$ cat src/rtl/serial_and16.sv
// Bit-serial AND engine: one 2-input AND gate evaluated once per BUSY cycle, LSB first.
// Optional per-bit stream outputs are enabled by defining SERIAL_AND16_BITSTREAM_EN.
module serial_and16 #(
  parameter int WIDTH = 16  // legal range 2..64
) (
  input  logic             clk,
  input  logic             reset,
  input  logic             in_valid,
  output logic             in_ready,
  input  logic [WIDTH-1:0] in1,
  input  logic [WIDTH-1:0] in0,
  output logic [WIDTH-1:0] out,
  output logic             out_valid,
  input  logic             out_ready,
`ifdef SERIAL_AND16_BITSTREAM_EN
  output logic             bit_out,
  output logic             bit_valid,
`endif
  output logic [1:0]       o_dbg_state
);

  // Handshakes: a transfer happens on a rising edge where valid and ready are both 1.
  // in_ready depends only on state, so out_ready never reaches in_ready within a cycle.

  localparam int CW = $clog2(WIDTH + 1);
  localparam logic [CW-1:0] LAST_BIT = CW'(WIDTH - 1);

  typedef enum logic [1:0] {
    IDLE = 2'd0,
    BUSY = 2'd1,
    DONE = 2'd2
  } state_t;

  state_t           r_state;
  state_t           w_next_state;
  logic [WIDTH-1:0] r_a;
  logic [WIDTH-1:0] r_b;
  logic [WIDTH-1:0] r_r;
  logic [CW-1:0]    r_cnt;
  logic             w_bit;
  logic             w_accept;

  // The single gate of the engine.
  assign w_bit    = r_a[0] & r_b[0];
  assign w_accept = in_valid && (r_state == IDLE);

  always_ff @(posedge clk or posedge reset) begin
    if (reset) begin
      r_state <= IDLE;
    end else begin
      r_state <= w_next_state;
    end
  end

  always_comb begin
    w_next_state = r_state;
    case (r_state)
      IDLE: if (in_valid) w_next_state = BUSY;
      BUSY: if (r_cnt == LAST_BIT) w_next_state = DONE;
      DONE: if (out_ready) w_next_state = IDLE;
      default: w_next_state = IDLE;
    endcase
  end

  always_ff @(posedge clk or posedge reset) begin
    if (reset) begin
      r_a   <= '0;
      r_b   <= '0;
      r_r   <= '0;
      r_cnt <= '0;
    end else begin
      if (w_accept) begin
        r_a   <= in1;
        r_b   <= in0;
        r_cnt <= '0;
      end else if (r_state == BUSY) begin
        r_r   <= {w_bit, r_r[WIDTH-1:1]};
        r_a   <= r_a >> 1;
        r_b   <= r_b >> 1;
        r_cnt <= r_cnt + CW'(1);
      end
    end
  end

  // out tracks r, which is frozen outside BUSY, so the last result persists in IDLE.
  assign in_ready    = (r_state == IDLE);
  assign out_valid   = (r_state == DONE);
  assign out         = r_r;
  assign o_dbg_state = r_state;

`ifdef SERIAL_AND16_BITSTREAM_EN
  assign bit_valid = (r_state == BUSY);
  assign bit_out   = (r_state == BUSY) & w_bit;
`endif

endmodule

$ cat config.mk
export PLATFORM = sky130hd
export DESIGN_NAME = serial_and16
export DESIGN_NICKNAME = d
export VERILOG_FILES = /design/src/rtl/serial_and16.sv
export SDC_FILE = /design/constraint.sdc
export NUM_CORES = 1
export LEC_CHECK = 0
export ABC_AREA = 1
export BUFFER_PORTS_ARGS = -buffer_cell sky130_fd_sc_hd__buf_4
export CELL_PAD_IN_SITES_DETAIL_PLACEMENT = 1
export CELL_PAD_IN_SITES_GLOBAL_PLACEMENT = 1
export CORE_MARGIN = 1
export CORE_UTILIZATION = 29
export CTS_CLUSTER_DIAMETER = 30
export DETAILED_ROUTE_END_ITERATION = 12
export PLACE_DENSITY_LB_ADDON = 0.2
export SLEW_MARGIN = 20
export SYNTH_ARGS = -nofsm -noshare
export SYNTH_HDL_FRONTEND = slang
export SYNTH_SLANG_ARGS = --single-unit
$ cat constraint.sdc
create_clock -name clk -period 1.67 [get_ports clk]
set_input_delay 0.334 -clock clk [delete_from_list [all_inputs] [get_ports clk]]
set_output_delay 0.334 -clock clk [all_outputs]
set_load 0.01 [all_outputs]
==> results.md <==
* Status: completed
* Pwr Density at between 1500 and 2000 nW/um2
* Layout cells sized above 1 at 0.2312
* First DRT Iteration DRCs at between 70 and 80
* Sequential share of power at 0.459
* CTS tree: done
* Clk_skew at 0.01474 ns
* Power Total at between 4000 and 5000 uW
* Port bufs at 55
* Synth Cell Area at 2340 um2
* Num rows at 32
* Starting density of the core at 0.3012
* Crit end category: primary output
* Die footprint at 8431 um2
* Seq/Total Area, Yosys at 0.5882
* Initial antenna violation count at 0
* CTS clk-pin slew, worst paths at 0.11 ns
* Global-route wire length before repair at 9.301 mm
* Final ANT Viol Nets at 0
* Dpl cells at between 400 and 500
* Nets at 370
* Final setup violation count at 0
* Final Max Tran Viols at 0
* Vias in the first global route at 1917
* CP Launch Type: register
* Fin. Hold Viols at 0
* Via/cell ratio at 4.411
* RSZ-0062 raised after global routing: no
* Slowest stage cell, crit path: dfrtp_1
* CTS Buf Count at 5
* Hold_buf cts at 0
* LEAKAGE at 0.001569 uW
* Root Buffer: clkbuf_8
* H-tree depth at 2
* Clk pwr share at 0.194
* CP Max Fanout at 6
* Cells after synthesis at 276
* Warnings from Yosys at 0
* FMAX at just under 700 MHz
* Sw Pwr at 1722 uW
* Worst-Skew Late Latency at 0.32 ns
* DPL Wire Length at roughly 3.6 mm
* Gate power share at 0.347
* # clock sinks at 55
* Total gr overflow at 0
* Pint at 3019 uW
* Routed WL per cell at ~12 um
* Fillers at 954
* Vias at about 1900
* Buffer count from post-CTS setup fixing at 0
* Slew @ Worst Pin at 0.2979 ns
* P&R area growth vs syn at 28.24%
* GRT Overall Usage at 0.1377
* Tcrit/Tclk final at 0.8794
* Max-cap violations at 0
* Yosys cell types at 18
* Vert. Die Dim at 91.82 um
* Critical path arrival at 1.13 ns
* Syn Area/Cell at 8.477 um2
* Critical Path RT at 1.34 ns
* FF+latch count, synth at 55
* CTS-repair resized insts at 0
* Worst hold path class: input pin to asynchronous set/reset pin
* VDD IR max at about 440 uV
* Net count after synthesis at about 310
* Final core area utilization at 0.3863
* Top-level I/O count at 56
* Setup CP Type: register to primary output
* Routability cong. at 0.7116
* First-pass DRT Iterations at 4
* Setup TNS at 0 ns
* Detailed Route WL at approximately 5.4 mm
* Slowest stage delay, CP at roughly 0.48 ns
* Longest Clk Path Bufs at 2
* Chip Width at 91.82 um
* Final min period at 1.469 ns
* Pin count of the biggest net entering global routing at 56
* Worst rel slew slack at 0.8014
* Remaining DRCs at 0
* Switch share at 0.3631
* Worst path cell trace: nor2_1 -> buf_4
* # diodes at 0
* Cell Count, Final, Fillers Out at 435
* Core footprint at between 7000 and 8000 um2
## sequential cells by signal (all words and copies together) (netlist names)
name,cells
o_dbg_state,2
out,16
r_a,16
r_b,16
r_cnt,5
## final timing paths
path | to | startpoint | depth (start not counted) | slack (ns)
worst max-delay path | out_valid | o_dbg_state[0] | 2 | 0.20
worst min-delay path | r_a[8] | reset | 3 | 0.08
worst max register to register | o_dbg_state[1] | o_dbg_state[1] | 6 | 0.34
worst min register to register | r_b[15] | r_b[15] | 2 | 0.49
max in group asynchronous | r_a[15] | reset | 3 | 1.34
min in group clk | r_b[13] | in0[13] | 3 | 0.21
## cell type report
| type | count | area (um2) | share of cell area |
|---|---|---|---|
| clock buffers | 5 | 68.82 | 0.02294 |
| clock inverters | 3 | 46.29 | 0.01543 |
| inverters | 8 | 33.78 | 0.01126 |
| multi-input cells | 200 | 844.6 | 0.2815 |
| flip-flops and latches | 55 | 1376 | 0.4587 |
| well taps | 102 | 127.6 | 0.04254 |
| repair buffers | 62 | 503.0 | 0.1676 |
## stage by stage
step / setup slack [ns] / hold slack [ns] / instance area (um2)
4_1_cts: 0.2049 / 0.08581 / 3000
3_5_place_dp: 0.3514 / 0.4420 / 2885
3_3_place_gp: 0.3818 / 0.4431 / 2885
6_report: 0.2015 / 0.08063 / 3000
2_1_floorplan: 0.4489 / 0.4081 / 2344
5_1_grt: 0.1567 / 0.1037 / 3000
## critical path, delay by kind of cell, from the launching register on
kind                   cells  cell delay, ns
buffers and inverters      1            0.15
and+or+nand+nor            1            0.20
DFF                        1            0.48
## power groups by stage
| stage | clock network (uW) | logic (uW) | registers, uW |
|---|---|---|---|
| floorplan | 0 | 1010 | 2200 |
| global placement | 0 | 1640 | 2190 |
| detailed placement | 0 | 1680 | 2200 |
| CTS | 951 | 1700 | 2180 |
| global route | 993 | 1890 | 2240 |
| finish | 921 | 1650 | 2170 |
## cells in the final DEF (no fill, tap or decap), drive strengths merged
cell type,netlist,layout
nand2,153,153
buf,12,62
dfrtp,55,55
nand3,32,32
inv,8,8
o21ai,7,7
clkbuf,1,5
nor2,3,3
clkinvlp,0,2
ha,2,2
xnor2,1,1
and3,1,1
o31ai,1,1
bufinv,0,1
## per-layer routing
metal	track usage	wire (um)	vias to the layer above
met5	0	0	-
met4	0.04297	63	0
met3	0.02902	210	4
met2	0.1992	2277	41
met1	0.2050	2857	908
li1	-	-	966
## cells in the mapped netlist
master / n / area [um2]
nand2_1: 152 / 570.6
dfrtp_1: 55 / 1376
nand3_1: 32 / 160.2
buf_2: 8 / 40.04
inv_1: 5 / 18.77
o21ai_1: 5 / 25.02
buf_6: 4 / 45.04
inv_2: 3 / 11.26
ha_1: 2 / 25.02
nor2_1: 2 / 7.510
and3_1: 1 / 6.260
clkbuf_1: 1 / 3.750
nand2_2: 1 / 6.260
nor2_2: 1 / 6.260
o21ai_0: 1 / 5.000
o21ai_4: 1 / 16.27
o31ai_1: 1 / 7.510
xnor2_1: 1 / 8.760
## cell families after synthesis
logic type	Yosys count	share of synthesized area
xor+xnor	1	0.003744
compound gates	8	0.02299
simple gates	189	0.3235
fa+ha+maj	2	0.01069
flops	55	0.5882
buf+inv	21	0.05080
(Power assumes the default switching activity.)
